## config.mk

```make
export PLATFORM = sky130hd
export DESIGN_NAME = sram_req_responder
export DESIGN_NICKNAME = d
export VERILOG_FILES = /design/src/rtl/sram_req_responder.sv
export SDC_FILE = /design/constraint.sdc
export NUM_CORES = 1
export LEC_CHECK = 0
export CORE_AREA = 2 2 141 198
export DETAILED_ROUTE_END_ITERATION = 10
export DIE_AREA = 0 0 143 200
export MAX_ROUTING_LAYER = met4
export PLACE_DENSITY = 0.84
export RECOVER_POWER = 25
export SYNTH_ARGS = -nofsm -noshare
export SYNTH_HDL_FRONTEND = slang
export SYNTH_SLANG_ARGS = --single-unit
```

## constraint.sdc

```tcl
create_clock -name clk -period 3.5 [get_ports clk]
set_clock_uncertainty 0.05 [all_clocks]
set_input_delay 0.875 -clock clk [delete_from_list [all_inputs] [get_ports clk]]
set_output_delay 0.875 -clock clk [all_outputs]
set_load 0.02 [all_outputs]
```

## src/rtl/sram_req_responder.sv

```systemverilog
// Responder for single-word datapath read/write requests onto a pipelined ZBT SRAM.
// Arbitrates one op per cycle and returns acks, read data and write-bus enables at fixed latency.
module sram_req_responder #(
  parameter int DATA_WIDTH      = 64,
  parameter int SRAM_ADDR_WIDTH = 19,
  parameter int SRAM_RD_LAT     = 2,
  parameter int SRAM_WR_LAT     = 2
) (
  input  logic                       clk,
  input  logic                       reset,
  input  logic                       rd_0_req,
  input  logic [SRAM_ADDR_WIDTH-1:0] rd_0_addr,
  output logic                       rd_0_ack,
  output logic [DATA_WIDTH-1:0]      rd_0_data,
  output logic                       rd_0_vld,
  input  logic                       wr_0_req,
  input  logic [SRAM_ADDR_WIDTH-1:0] wr_0_addr,
  input  logic [DATA_WIDTH-1:0]      wr_0_data,
  output logic                       wr_0_ack,
  output logic [SRAM_ADDR_WIDTH-1:0] sram_addr,
  output logic                       sram_we_n,
  output logic [DATA_WIDTH-1:0]      sram_wr_data,
  output logic                       sram_tri_en,
  input  logic [DATA_WIDTH-1:0]      sram_rd_data
);

  // Handshake: a requester raises req with stable address/data and holds it until
  // the matching ack pulse; the ack cycle is the transfer. A req still high during
  // its own ack cycle is ignored, so a registered requester never gets a duplicate.

  logic                  rd_elig;
  logic                  wr_elig;
  logic                  grant_rd;
  logic                  grant_wr;
  logic                  last_was_wr;
  logic [SRAM_RD_LAT-1:0] rd_pipe;
  logic [SRAM_WR_LAT:0]   wr_pipe_v;
  logic [DATA_WIDTH-1:0]  wr_pipe_d [0:SRAM_WR_LAT];

  always_comb begin
    rd_elig  = rd_0_req & ~rd_0_ack;
    wr_elig  = wr_0_req & ~wr_0_ack;
    grant_rd = rd_elig & (~wr_elig | last_was_wr);
    grant_wr = wr_elig & (~rd_elig | ~last_was_wr);
  end

  // The final write-pipe stage is the pad-facing register; it only loads on a valid
  // write so the bus data holds between writes.
  assign sram_tri_en  = wr_pipe_v[SRAM_WR_LAT];
  assign sram_wr_data = wr_pipe_d[SRAM_WR_LAT];

  always_ff @(posedge clk) begin
    if (reset) begin
      rd_0_ack    <= 1'b0;
      wr_0_ack    <= 1'b0;
      rd_0_vld    <= 1'b0;
      rd_0_data   <= '0;
      sram_addr   <= '0;
      sram_we_n   <= 1'b1;
      last_was_wr <= 1'b1;
      rd_pipe     <= '0;
      wr_pipe_v   <= '0;
      for (int i = 0; i <= SRAM_WR_LAT; i++) begin
        wr_pipe_d[i] <= '0;
      end
    end else begin
      rd_0_ack  <= grant_rd;
      wr_0_ack  <= grant_wr;
      sram_we_n <= ~grant_wr;
      if (grant_wr) begin
        sram_addr <= wr_0_addr;
      end else if (grant_rd) begin
        sram_addr <= rd_0_addr;
      end
      if (grant_rd | grant_wr) begin
        last_was_wr <= grant_wr;
      end

      // rd_pipe[0] is set the cycle after issue, so the last stage lines up with
      // the SRAM data-valid cycle.
      rd_pipe[0] <= rd_0_ack;
      for (int i = 1; i < SRAM_RD_LAT; i++) begin
        rd_pipe[i] <= rd_pipe[i-1];
      end
      rd_0_vld <= rd_pipe[SRAM_RD_LAT-1];
      if (rd_pipe[SRAM_RD_LAT-1]) begin
        rd_0_data <= sram_rd_data;
      end

      wr_pipe_v[0] <= grant_wr;
      if (grant_wr) begin
        wr_pipe_d[0] <= wr_0_data;
      end
      for (int i = 1; i <= SRAM_WR_LAT; i++) begin
        wr_pipe_v[i] <= wr_pipe_v[i-1];
        if (wr_pipe_v[i-1]) begin
          wr_pipe_d[i] <= wr_pipe_d[i-1];
        end
      end
    end
  end

endmodule

```

==> flow_summary.json, run 1 <==
{
  "hold_depth": 1,
  "path_delay_family": "buffers and inverters",
  "clkSlewWorstSetupHoldPaths_ps": 60,
  "hold-path-endpoint": "rd_pipe[1]",
  "ios": 322,
  "yosys_warnings": 0,
  "antenna_found_initial": 3,
  "max-cap-violations": 1,
  "fin_crit_ps": 2650,
  "crit_arrival_ps": 1720,
  "hold_violations": 0,
  "rows": 71,
  "leakage_nw": 5.08,
  "via_per_inst": 4.98,
  "crit_buf_inv": 1,
  "syn-cell-area_sq_um": 11300,
  "synth.top_cell.area_share": 0.509,
  "synthXorXnorAreaFrac": 0,
  "start_kind": "register",
  "synthMuxAreaShare": 0.0565,
  "async_flop_share": 0,
  "min_from": "rd_pipe[0]",
  "drtIter0Drc": 356,
  "cts_setup_buffers": 0,
  "cp-end-kind": "output port",
  "clock_path_buffers": 3,
  "wl_per_cell_um": 17.6,
  "grt_max_degree": 128,
  "fin_util": 0.570,
  "core-area_sq_um": 26700,
  "ys.flop_type": "edfxtp_1",
  "synth_edf_count": 192,
  "synth_area_leader_cell": "edfxtp_1",
  "die_h_um": 200,
  "rr_endpoint": "wr_pipe_d[0][100]",
  "vias": 7222,
  "rsz0062_at_grt": "false",
  "cts_tree": "built",
  "drt_first_pass_iters": 5,
  "dpl_cell_area_sq_um": 14400,
  "hold_buffers": 0,
  "synth_area_leaders": "edfxtp_1 (51%), dfxtp_1 (16%), nor3b_1 (13%), mux2i_1 (5.7%), buf_4 (4.8%)",
  "worst_slew_pin_slew_ps": 1960,
  "synth_common_cells": "edfxtp_1 (192), nor3b_1 (192), dfxtp_1 (92)",
  "fin_nets": 1231,
  "cp_max_fo": 6,
  "p_per_area_nw_per_um2": 508,
  "synthCells": 839,
  "setup_violations": 0,
  "fmax_mhz": 378,
  "synthSimpleGateAreaFrac": 0.184,
  "fin_area_sq_um": 15200,
  "ys_seq_elements": 284,
  "numCtsBuffers": 28,
  "cpMaxStageDelayCell": "clkdlybuf4s50_1",
  "wl_mm": 25.5,
  "die_x_um": 143,
  "crit_path_start": "wr_pipe_v[0]",
  "synth_nets": 1009,
  "clock_sinks": 284,
  "fin_ws_ps": 852,
  "drc_errors": 0,
  "outcome": "finished with violations",
  "ir_drop_mv": 0.369,
  "worstRegToRegCells": 2,
  "finalCritPeriodShare": 0.756,
  "critPathMaxStageDelay_ps": 690,
  "r2r-start": "wr_pipe_v[0]",
  "crit_chain": "clkdlybuf4s50_1",
  "place_ws_ps": 590,
  "synth_compound_area_frac": 0.0152,
  "slew_viol_final": 87,
  "globalplace.congestion": 0.853,
  "drive_gt1_frac": 0.0453,
  "min_path_type": "reg -> reg",
  "port_buffers": 321,
  "grt_pass1_vias": 7131,
  "design.die.area_sq_um": 28600,
  "grt_pass1_wl_mm": 38.4,
  "syn2layout_area_growth_pct": 34.5,
  "avgSynthCellArea_sq_um": 13.5,
  "ant_nets": 0,
  "ys_types": 22,
  "cts_root_buf": "clkbuf_16",
  "yosys.area_share.adder": 0,
  "grt-ovfl-total": 0,
  "cts_htree_levels": 1,
  "max_slew_margin": -0.304,
  "grtUsageTotal": 0.176,
  "synth_top_family_by_area": "simple AND/OR/NAND/NOR gates",
  "reg2reg_slack_ps": 1140,
  "crit_type": "reg -> out",
  "clock_latency_ps": 540,
  "cts_resized": 0,
  "finalSetupTns_ps": 0,
  "hpwl_mm": 16.7,
  "ys_seq_area_frac": 0.671,
  "violations": "capacitance limit, slew limit",
  "start_util": 0.424,
  "crit_required_ps": 2570
}
-- metrics by stage --
| step | power, mW | instances | hold WS [ps] |
|---|---|---|---|
| after detailed placement | 4.92 | 1396 | 374 |
| after CTS | 7.85 | 1447 | 384 |
| final | 7.75 | 1450 | 387 |
| after global routing | 8.05 | 1450 | 406 |
| after floorplan | 4.51 | 839 | 364 |
| after global placement | 4.90 | 1396 | 367 |
-- layer usage --
layer,vias up,routed length [um],GRT usage
li1,3435,-,-
met1,3483,9690,0.211
met2,241,13200,0.288
met3,63,1410,0.0281
met4,0,1190,0.0887
met5,-,0,-
-- worst max path at each step --
stage | end | slack [ps] | depth (start not counted)
6_report | wr_0_ack | 850 | 1
5_1_grt | wr_pipe_d[0][100] | 780 | 3
4_1_cts | wr_0_ack | 810 | 1
3_5_place_dp | wr_pipe_d[0][19] | 590 | 5
3_3_place_gp | wr_pipe_d[0][33] | 640 | 5
2_1_floorplan | wr_pipe_d[0][0] | 160 | 5
-- flip-flops by register name, summed over array words and instances (netlist names) --
| register | count |
|---|---|
| sram_addr | 19 |
| wr_pipe_d | 192 |
| wr_pipe_v | 3 |
| rd_0_ack | 1 |
| rd_0_vld | 1 |
| rd_pipe | 2 |
| last_was_wr | 1 |
| sram_we_n | 1 |
| rd_0_data | 64 |
-- power by group --
part,total [mW],switching (mW),internal [mW],leakage (nW)
Clock,2.90,1.20,1.70,0.427
Sequential,3.91,0.0750,3.84,2.77
Combinational,0.939,0.476,0.463,1.88
-- logic make-up (layout without fill, tap and decap cells) --
group / count (synthesis) / in the layout
flip-flops: 284 / 284
multiplexers: 64 / 64
buffers and inverters: 141 / 384
AO/OA/AOI/OAI: 23 / 23
other: 0 / 3
AND/OR/NAND/NOR: 327 / 327
-- worst register-to-register path: stages (launching register included) --
cell and delay [ps]:
dfxtp_1 480, or2_1 1160, buf_12 340
-- cells in the final DEF, fill, tap and decap left out, types with 2 or more instances in the layout --
master / count
nand2b_1: 2
clkbuf_16: 28
buf_12: 7
inv_1: 2
nor4_1: 19
nor2b_1: 6
clkinv_2: 3
clkdlybuf4s50_1: 319
diode_2: 3
nor2_1: 64
dfxtp_1: 91
buf_4: 2
clkinv_1: 5
clkbuf_1: 11
mux2i_1: 64
nor3_1: 38
a211oi_1: 20
or2_1: 2
bufinv_16: 3
edfxtp_1: 192
nor3b_1: 192
-- cell type report --
type	count	area, sq um
fill	2098	11500
sequential	284	7610
timing repair buffer	330	3370
multi-input combinational	414	2910
clock buffer	39	742
tap	365	457
clock inverter	12	140
inverter	3	11.3
antenna	3	7.51
Power figures use the tool's default switching activity.
==> run 2: changes to the inputs <==
- clock period: 3.5 -> 2.35 ns (I/O delays scaled with it)
==> run 2 against run 1 <==
Compared with the run above: the run now ends clean; core utilization rose by 0.94 points; routed wire length is 3.5% higher; non-clock buffer count rose by 26; final cell count rose by 1.7%; count of clock-buffer cells in the layout is 4 higher; global-route usage rose by 0.51 points; highest routed layer unchanged; first-iteration DRC count shrank 4.5%; register-to-register slack worse by 640 ps.
==> flow_summary.json, run 2 (synthesized netlist as in run 1, its figures left out) <==
{
  "outcome": "finished, final reports clean",
  "final_common_cell": "clkdlybuf4s50_1",
  "grt_max_degree": 118,
  "path_delay_family": "buffers and inverters",
  "grt_pass1_vias": 7399,
  "fin_crit_ps": 2270,
  "max-cap-violations": 0,
  "clock_sinks": 284,
  "fin_nets": 1257,
  "place_ws_ps": -31.3,
  "drt_first_pass_iters": 4,
  "fin_ws_ps": 81.5,
  "total_power_mw": 11.8,
  "fmax_mhz": 441,
  "wl_met1_mm": 10.2,
  "crit_buf_inv": 1,
  "ant_nets": 0,
  "ios": 322,
  "fin_util": 0.579,
  "grt-ovfl-total": 0,
  "cts_tree": "built",
  "leakage_nw": 5.24,
  "grtUsageTotal": 0.181,
  "crit_chain": "clkdlybuf4s50_1",
  "cts_root_buf": "clkbuf_16",
  "globalplace.congestion": 0.874,
  "cts_setup_buffers": 0,
  "die_h_um": 200,
  "die_x_um": 143,
  "crit_required_ps": 1710,
  "largest_reg_flops": 192,
  "hold_violations": 0,
  "start_util": 0.424,
  "drc_errors": 0,
  "finalSetupTns_ps": 0,
  "worst_slew_pin_slew_ps": 1300,
  "fillers": 2109,
  "hpwl_mm": 17.9,
  "instances_no_fill": 1475,
  "critPathMaxStageDelay_ps": 700,
  "whs_ps": 241,
  "cp_max_fo": 6,
  "via_per_inst": 4.98,
  "layout_common_cells": "clkdlybuf4s50_1 (319), nor3b_1 (192), edfxtp_1 (192)",
  "fin_area_sq_um": 15500,
  "wl_per_cell_um": 17.9,
  "core-area_sq_um": 26700,
  "crit_type": "reg -> out",
  "numCtsBuffers": 28,
  "max_slew_margin": 0.135,
  "wl_met3_mm": 1.25,
  "wl_met2_mm": 13.7,
  "grt_pass1_wl_mm": 39.4,
  "crit_arrival_ps": 1630,
  "min_path_type": "in -> reg",
  "cpMaxStageDelayCell": "clkdlybuf4s50_1",
  "p_per_area_nw_per_um2": 759,
  "top_regs": "wr_pipe_d: 192 flops, rd_0_data: 64 flops, sram_addr: 19 flops",
  "rsz0062_at_grt": "false",
  "wl_mm": 26.4,
  "slew_viol_final": 0,
  "start_kind": "register",
  "clock_path_buffers": 3,
  "drtIter0Drc": 340,
  "rows": 71,
  "top_register": "wr_pipe_d",
  "clock_latency_ps": 540,
  "clkSlewWorstSetupHoldPaths_ps": 60,
  "drive_gt1_frac": 0.0766,
  "cp-end-kind": "output port",
  "cts_htree_levels": 1,
  "vias": 7344,
  "dpl_cell_area_sq_um": 14600,
  "finalCritPeriodShare": 0.965,
  "ir_drop_mv": 0.521,
  "design.die.area_sq_um": 28600,
  "syn2layout_area_growth_pct": 36.8,
  "dp_cells": 1422,
  "setup_violations": 0,
  "port_buffers": 321,
  "antenna_found_initial": 0,
  "top_layer": "met4"
}
==> run 2: cell count changes in the layout (fill, tap and decap cells not counted), moves of 2 or more <==
cell | previous run | this run
buf_4 | 2 | 19
clkbuf_2 | 0 | 6
clkinv_1 | 5 | 1
clkbuf_1 | 11 | 8
clkbuf_4 | 0 | 3
clkbuf_8 | 1 | 4
buf_12 | 7 | 9
clkinvlp_4 | 0 | 2
diode_2 | 3 | 1
or2_1 | 2 | 0
or2_2 | 0 | 2
==> run 2: timing repair <==
| item | 4_1_cts | 5_1_grt |
|---|---|---|
| setup endpoints to repair | 1 | 0 |
| hold buffers | 0 | 0 |
| gates resized for setup | 1 | 0 |
==> run 2: path summary, 6_finish.rpt <==
path                   start          endpoint  slack [ps]  depth (start not counted)
setup reg to reg    rd_0_ack  wr_pipe_d[0][36]         500                          5
hold / removal         reset        rd_pipe[1]         240                          2
hold reg to reg   rd_pipe[0]        rd_pipe[1]         390                          1
setup / recovery    rd_0_ack          rd_0_ack          80                          1
==> run 2: cell type report <==
type,instances,area [sq um],area share
sequential,284,7610,0.491
timing repair buffer,356,3580,0.231
multi-input combinational,414,2910,0.187
clock buffer,43,823,0.0531
tap,365,457,0.0295
clock inverter,9,101,0.00654
inverter,3,15.0,0.000969
antenna,1,2.50,0.000161
==> run 2: metal layers <==
metal	vias to the layer above	global-route usage
met2	245	0.307
met5	-	-
met3	73	0.0301
li1	3493	-
met4	0	0.0887
met1	3533	0.208
==> run 2: worst register-to-register path, cell delays in order, from the launching register on <==
cell and delay (ps):
dfxtp_1 350, nand3b_1 230, buf_4 170, a21oi_1 300, clkinvlp_4 230, buf_12 210
==> run 2: power by group <==
group	total, mW	internal (mW)	switching, mW
registers	5.82	5.71	0.107
clock network	4.45	2.63	1.82
logic	1.49	0.747	0.743
